`config.mk`:
```
export PLATFORM = sky130hd
export DESIGN_NAME = load_store_unit_flat
export DESIGN_NICKNAME = d
export VERILOG_FILES = /design/src/rtl/mcu_pkg.sv /design/src/rtl/load_store_unit_if.sv /design/src/rtl/load_store_unit.sv /design/src/flat_wrapper.sv
export SDC_FILE = /design/constraint.sdc
export NUM_CORES = 1
export LEC_CHECK = 0
export ABC_AREA = 0
export BUFFER_PORTS_ARGS = -buffer_cell sky130_fd_sc_hd__buf_2
export CORE_ASPECT_RATIO = 1.1
export CORE_MARGIN = 2
export CORE_UTILIZATION = 45
export CTS_CLUSTER_SIZE = 30
export DETAILED_ROUTE_END_ITERATION = 12
export GPL_ROUTABILITY_DRIVEN = 0
export GPL_TIMING_DRIVEN = 0
export PLACE_DENSITY = 0.69
export SLEW_MARGIN = 10
export SYNTH_ARGS = -nofsm -noshare
export SYNTH_HDL_FRONTEND = slang
export SYNTH_SLANG_ARGS = --single-unit
```
`constraint.sdc`:
```
create_clock -name clock -period 3.4 [get_ports clock]
set_input_delay 0.17 -clock clock [delete_from_list [all_inputs] [get_ports clock]]
set_output_delay 0.17 -clock clock [all_outputs]
set_load 0.005 [all_outputs]
```
`src/rtl/mcu_pkg.sv`:
```
// Shared definitions for the MCU load/store path.
//   lsu_state_t : load/store unit sequencer states.
//   MEM_DEPTH   : number of byte entries in the data memory.
//   RW_READ / RW_WRITE : encodings of the memory readWriteControl line.
package mcu_pkg;

    localparam int   MEM_DEPTH = 256;
    localparam logic RW_READ   = 1'b0;
    localparam logic RW_WRITE  = 1'b1;

    typedef enum logic [2:0] {
        IDLE,
        RD_LO,
        RD_HI,
        WR_SETUP,
        WR_PULSE,
        WR_HOLD,
        RESP
    } lsu_state_t;

endpackage

```
`src/rtl/load_store_unit_if.sv`:
```
// Bus bundle between the execute stage, the load/store unit and the data memory.
//
// Request handshake: a request transfers on the rising edge where reqValid and
// reqReady are both high. reqReady is high only while the unit is idle; reqValid
// may stay high while reqReady is low and nothing is taken. The request fields
// (reqWrite, reqWide, reqAddress, reqWriteData) are only looked at on the
// transfer edge. Completion is a one-cycle respValid pulse with respData; there
// is no response backpressure.
//
// Memory side: memAddress / memWriteData / memReadWriteControl drive the byte
// memory, memReadData is its combinational read port.
//
// Modports:
//   slave  : the load/store unit.
//   master : the environment (execute stage plus data memory).
interface load_store_unit_if #(
    parameter int BUS_WIDTH  = 8,
    parameter int ADDR_WIDTH = 8
);
    logic                   reqValid;
    logic                   reqReady;
    logic                   reqWrite;
    logic                   reqWide;
    logic [ADDR_WIDTH-1:0]  reqAddress;
    logic [2*BUS_WIDTH-1:0] reqWriteData;
    logic                   respValid;
    logic [2*BUS_WIDTH-1:0] respData;
    logic [ADDR_WIDTH-1:0]  memAddress;
    logic [BUS_WIDTH-1:0]   memWriteData;
    logic                   memReadWriteControl;
    logic [BUS_WIDTH-1:0]   memReadData;

    modport slave (
        input  reqValid, reqWrite, reqWide, reqAddress, reqWriteData, memReadData,
        output reqReady, respValid, respData, memAddress, memWriteData, memReadWriteControl
    );

    modport master (
        output reqValid, reqWrite, reqWide, reqAddress, reqWriteData, memReadData,
        input  reqReady, respValid, respData, memAddress, memWriteData, memReadWriteControl
    );
endinterface

```
`src/rtl/load_store_unit.sv`:
```
// Load/store unit: sequences byte and 16-bit little-endian loads/stores into an
// 8-bit data memory, one request at a time, and drives the memory's
// level-sensitive write strobe with a registered setup/pulse/hold sequence.
//
// Ports:
//   clock     : rising-edge clock.
//   nReset    : asynchronous active-low reset.
//   bus       : load_store_unit_if.slave (request, response and memory signals).
//   lsu_state : current sequencer state, for observation.
module load_store_unit
    import mcu_pkg::*;
#(
    parameter int BUS_WIDTH  = 8,
    parameter int ADDR_WIDTH = 8
) (
    input  logic                 clock,
    input  logic                 nReset,
    load_store_unit_if.slave     bus,
    output lsu_state_t           lsu_state
);

    localparam logic [ADDR_WIDTH-1:0] ADDR_ONE = {{(ADDR_WIDTH-1){1'b0}}, 1'b1};

    lsu_state_t             state;
    logic                   hi_sel;     // 0: low byte in progress, 1: high byte
    logic                   is_wide;
    logic [ADDR_WIDTH-1:0]  base_addr;
    logic [2*BUS_WIDTH-1:0] store_data;
    logic [BUS_WIDTH-1:0]   load_lo;
    logic                   req_ready;
    logic                   resp_valid;
    logic [2*BUS_WIDTH-1:0] resp_data;
    logic [ADDR_WIDTH-1:0]  mem_addr;
    logic [BUS_WIDTH-1:0]   mem_wdata;
    logic                   mem_rw;

    // Address and write data only ever change on edges where the strobe stays
    // low (accept, WR_HOLD -> WR_SETUP, RD_LO -> RD_HI), so the memory never
    // sees them move around the write pulse.
    always_ff @(posedge clock or negedge nReset) begin
        if (!nReset) begin
            state      <= IDLE;
            hi_sel     <= 1'b0;
            is_wide    <= 1'b0;
            base_addr  <= '0;
            store_data <= '0;
            load_lo    <= '0;
            req_ready  <= 1'b1;
            resp_valid <= 1'b0;
            resp_data  <= '0;
            mem_addr   <= '0;
            mem_wdata  <= '0;
            mem_rw     <= RW_READ;
        end else begin
            resp_valid <= 1'b0;
            case (state)
                IDLE: begin
                    if (bus.reqValid && req_ready) begin
                        base_addr  <= bus.reqAddress;
                        store_data <= bus.reqWriteData;
                        is_wide    <= bus.reqWide;
                        hi_sel     <= 1'b0;
                        mem_addr   <= bus.reqAddress;
                        req_ready  <= 1'b0;
                        if (bus.reqWrite) begin
                            mem_wdata <= bus.reqWriteData[BUS_WIDTH-1:0];
                            state     <= WR_SETUP;
                        end else begin
                            state     <= RD_LO;
                        end
                    end
                end
                RD_LO: begin
                    load_lo <= bus.memReadData;
                    if (is_wide) begin
                        mem_addr <= base_addr + ADDR_ONE;
                        state    <= RD_HI;
                    end else begin
                        resp_data  <= {{BUS_WIDTH{1'b0}}, bus.memReadData};
                        resp_valid <= 1'b1;
                        state      <= RESP;
                    end
                end
                RD_HI: begin
                    resp_data  <= {bus.memReadData, load_lo};
                    resp_valid <= 1'b1;
                    state      <= RESP;
                end
                WR_SETUP: begin
                    mem_rw <= RW_WRITE;
                    state  <= WR_PULSE;
                end
                WR_PULSE: begin
                    mem_rw <= RW_READ;
                    state  <= WR_HOLD;
                end
                WR_HOLD: begin
                    if (is_wide && !hi_sel) begin
                        hi_sel    <= 1'b1;
                        mem_addr  <= base_addr + ADDR_ONE;
                        mem_wdata <= store_data[2*BUS_WIDTH-1:BUS_WIDTH];
                        state     <= WR_SETUP;
                    end else begin
                        resp_data  <= '0;
                        resp_valid <= 1'b1;
                        state      <= RESP;
                    end
                end
                RESP: begin
                    req_ready <= 1'b1;
                    state     <= IDLE;
                end
                default: begin
                    mem_rw    <= RW_READ;
                    req_ready <= 1'b1;
                    state     <= IDLE;
                end
            endcase
        end
    end

    assign bus.reqReady            = req_ready;
    assign bus.respValid           = resp_valid;
    assign bus.respData            = resp_data;
    assign bus.memAddress          = mem_addr;
    assign bus.memWriteData        = mem_wdata;
    assign bus.memReadWriteControl = mem_rw;
    assign lsu_state               = state;

endmodule

```
`src/flat_wrapper.sv`:
```
// flat-port wrapper written by rule: the top's interface ports become plain ports
module load_store_unit_flat import mcu_pkg::*;
#(
    parameter int BUS_WIDTH  = 8,
    parameter int ADDR_WIDTH = 8
)
  (clock, nReset, lsu_state, bus_reqValid, bus_reqWrite, bus_reqWide, bus_reqAddress, bus_reqWriteData, bus_memReadData, bus_reqReady, bus_respValid, bus_respData, bus_memAddress, bus_memWriteData, bus_memReadWriteControl);
  load_store_unit_if #(.BUS_WIDTH(BUS_WIDTH), .ADDR_WIDTH(ADDR_WIDTH)) bus_i ();
  input  logic clock;
  input  logic nReset;
  output lsu_state_t lsu_state;
  input wire logic [$bits(bus_i.reqValid)-1:0] bus_reqValid;
  input wire logic [$bits(bus_i.reqWrite)-1:0] bus_reqWrite;
  input wire logic [$bits(bus_i.reqWide)-1:0] bus_reqWide;
  input wire logic [$bits(bus_i.reqAddress)-1:0] bus_reqAddress;
  input wire logic [$bits(bus_i.reqWriteData)-1:0] bus_reqWriteData;
  input wire logic [$bits(bus_i.memReadData)-1:0] bus_memReadData;
  output wire logic [$bits(bus_i.reqReady)-1:0] bus_reqReady;
  output wire logic [$bits(bus_i.respValid)-1:0] bus_respValid;
  output wire logic [$bits(bus_i.respData)-1:0] bus_respData;
  output wire logic [$bits(bus_i.memAddress)-1:0] bus_memAddress;
  output wire logic [$bits(bus_i.memWriteData)-1:0] bus_memWriteData;
  output wire logic [$bits(bus_i.memReadWriteControl)-1:0] bus_memReadWriteControl;
  assign bus_i.reqValid = bus_reqValid;
  assign bus_i.reqWrite = bus_reqWrite;
  assign bus_i.reqWide = bus_reqWide;
  assign bus_i.reqAddress = bus_reqAddress;
  assign bus_i.reqWriteData = bus_reqWriteData;
  assign bus_i.memReadData = bus_memReadData;
  assign bus_reqReady = bus_i.reqReady;
  assign bus_respValid = bus_i.respValid;
  assign bus_respData = bus_i.respData;
  assign bus_memAddress = bus_i.memAddress;
  assign bus_memWriteData = bus_i.memWriteData;
  assign bus_memReadWriteControl = bus_i.memReadWriteControl;
  load_store_unit #(.BUS_WIDTH(BUS_WIDTH), .ADDR_WIDTH(ADDR_WIDTH)) u_core (.clock(clock), .nReset(nReset), .bus(bus_i), .lsu_state(lsu_state));
endmodule
```
==> results.md <==
- Outcome: complete, no violations
- Switching share of power: 34.4%
- P_leak: 0.00179 uW
- Dpl ws: 1620 ps
- Post-CTS Setup Inserts: 0
- Die area: 7230 um^2
- Synth Instances: 228
- Largest cells by area after synthesis: dfrtp_1 53%, mux2_2 8.8%, mux2_4 8.1%
- Largest area contributor in the netlist: dfrtp_1
- Max VDD drop: 0.000649 V
- Ant. Diodes: 0
- First-pass GRT wire length: 9650 um
- Util after Layout: 58.1%
- Finished Layout Cells: 399
- CTS tree: yes
- Crit-path slowest cell: dfstp_2
- Yosys reg bits: 64
- WS Path Type: reg2reg
- Max-Cap Viols: 0
- PwrDens: 959 nW/um^2
- Final worst slack: 1620 ps
- Worst-case clock buffer depth: 2
- Post-route cell area: 3640 um^2
- Seq/Total Area, Yosys: 54.3%
- Synth top area share: 53.4%
- Final worst path period need: 1780 ps
- Crit path DAT: 2000 ps
- Synth Warn #: 0
- # setup viols final: 0
- Post-Syn Area per Cell: 13.0 um^2
- Period utilization: 52.4%
- WP data required: 3610 ps
- GRT Residual Overflow: 0
- Startpoint types: register
- Die W: 81.3 um
- Crit end category: register
- Mapped Nets: 266
- Vias in the first global route: 1984
- Initial DRC count: 54
- Crit path cell chain: and2_1 -> and3_1 -> buf_2 -> mux2_2
- Final hold vios: 0
- Total net switching power: 1200 uW
- Commonest cells in the netlist: 63 x dfrtp_1, 23 x mux2_2, 21 x nand2_1
- CP top delay family: flip-flops
- First-pass DRT Iterations: 4
- DPL Wire Length: 4190 um
- Initial Util: 47.1%
- Sequential power share: 39.1%
- # rows: 30
- Placed cells: 382
- Sink Count: 64
- IO Pins: 75
- NumNets Final: 352
- Buf+Inv Stages, Crit Path: 1
- Routed Antenna Nets: 0
- IO Port Bufs: 74
- Tot GR Track Use: 18.0%
- Area Growth Syn to Fin: 23.3%
- Setup TNS: 0 ps
- Clk network pwr share: 18.9%
- CTS root buf: clkbuf_8
- Clock Skews: 7.43 ps
- Fmax: 561 MHz
- Int Pwr: 2290 uW
- Most common cell in the synthesized netlist: dfrtp_1
- Combinational group share of total power: 42.0%
- Pin slew with the least headroom to its limit: 787 ps
- Yosys cell types: 43
- Antenna violations before repair: 0
- Chip Height: 89.0 um
- Relative slew slack: 47.6%
- Vias/cell: 5.12
- Clk slew on worst S/H paths: 70 ps
- Ys flop type: dfrtp_1
- Min-Delay Path Class: in2reg
- Placed cell areas: 3430 um^2
- RSZ-0062 raised after global routing: false
- Fraction of layout cells with a size suffix above 1: 47.3%
- Number of flops mapped to enable cells by yosys: 0
- Detailed Route WL: 5960 um
- CP max stage delay: 550 ps
- Vias: 2043
- Synth async-reset ratio: 100%
- Htree depth: 3
- Largest net degree at the start of global routing: 65
- Routed length per instance: 14.9 um
- Syn Std Cell Area: 2950 um^2
- Critical-path maximum fanout: 10
- Clock Latency Late Sink: 330 ps
- Area of the core: 6270 um^2
- Slew Limit Fails: 0
- Drt drc: 0
- CTS buffer count: 9
==> worst paths after layout <==
| path | cells past startpoint | to | start | slack [ps] |
|---|---|---|---|---|
| worst max-delay path | 4 | u_core.store_data[10]$_DFFE_PN0P_ | u_core.bus.reqReady$_DFFE_PN1P_ | 1620 |
| worst min-delay path | 3 | u_core.base_addr[7]$_DFFE_PN0P_ | bus_reqAddress[7] | 70 |
| worst max register to register | 4 | u_core.store_data[10]$_DFFE_PN0P_ | u_core.bus.reqReady$_DFFE_PN1P_ | 1620 |
| worst min register to register | 2 | u_core.bus.memAddress[1]$_DFFE_PN0P_ | u_core.bus.memAddress[1]$_DFFE_PN0P_ | 480 |
| max in group asynchronous | 2 | u_core.lsu_state[2]$_DFFE_PN0P_ | nReset | 2410 |
| min in group asynchronous | 2 | u_core.bus.respValid$_DFF_PN0_ | nReset | 470 |
==> stage by stage <==
stage / power, uW / hold slack [ps]
after CTS: 3540 / 54.2
after floorplan: 2390 / -126
after global routing: 3780 / 53.2
after global placement: 2810 / 404
after detailed placement: 2870 / 300
final: 3490 / 65.6
==> worst reg2reg max path: cells and delay by family, from the launching register on <==
kind                   cells  cell delay [ps]
DFF                        1              550
and+or+nand+nor            2              450
muxes                      1              370
buffers and inverters      1              300
==> power groups by stage <==
stage	combinational, uW	clock (uW)	sequential, uW
4_1_cts	1490	681	1370
3_3_place_gp	1450	0	1360
2_1_floorplan	1030	0	1360
5_1_grt	1640	717	1420
3_5_place_dp	1490	0	1380
6_report	1470	661	1370
==> layout make-up <==
cell class,count,area [um^2]
inverters,4,15.0
clock buffers,11,151
fillers,538,2630
well taps,80,100
plain buffers,12,92.6
repair buffers,75,383
flip-flops and latches,64,1600
clock inverters,5,55.1
multi-input cells,148,1240
==> state kept, by name, indices dropped and copies added (netlist names), 3 cells and up <==
name	flops
u_core.base_addr	8
u_core.bus.memAddress	8
u_core.lsu_state	3
u_core.bus.memWriteData	8
u_core.bus.respData	16
u_core.load_lo	8
u_core.store_data	8
==> kinds of logic (layout without fill, tap and decap cells) <==
logic type                 count (synthesis)  in the layout  share of synthesized area, %
AOI/OAI and AO/OA                         50             50                          12.5
xor gates and xnor gates                   6              6                          1.78
adders and majority gates                  1              1                         0.423
buffers and inverters                     16            107                          3.64
DFF                                       64             64                          54.3
muxes                                     43             43                          18.3
and+or+nand+nor                           48             48                          9.15
==> cells in the final DEF (no fill, tap or decap), drive strengths merged, types with 8 or more instances in the layout <==
master  netlist  layout
a22oi         9       9
dfrtp        63      63
clkbuf        0      11
nand2        23      23
a22o          8       8
o21ai        16      16
nor2         10      10
mux2         39      39
buf          12      86
a21oi         8       8
==> layer usage <==
metal  track usage (%)  vias to the layer above  wire [um]
met1              23.2                      978       2620
met5                 0                        -          0
met4              7.86                        0         65
met2              28.4                       70       2870
li1                  -                      988          -
met3              5.45                        7        403
==> timing repair <==
item                       4_1_cts  5_1_grt
hold buffers                     1        0
hold endpoints to repair        63        0
setup endpoints to repair        0        0
gates resized for setup          0        0
(Power assumes the default switching activity.)
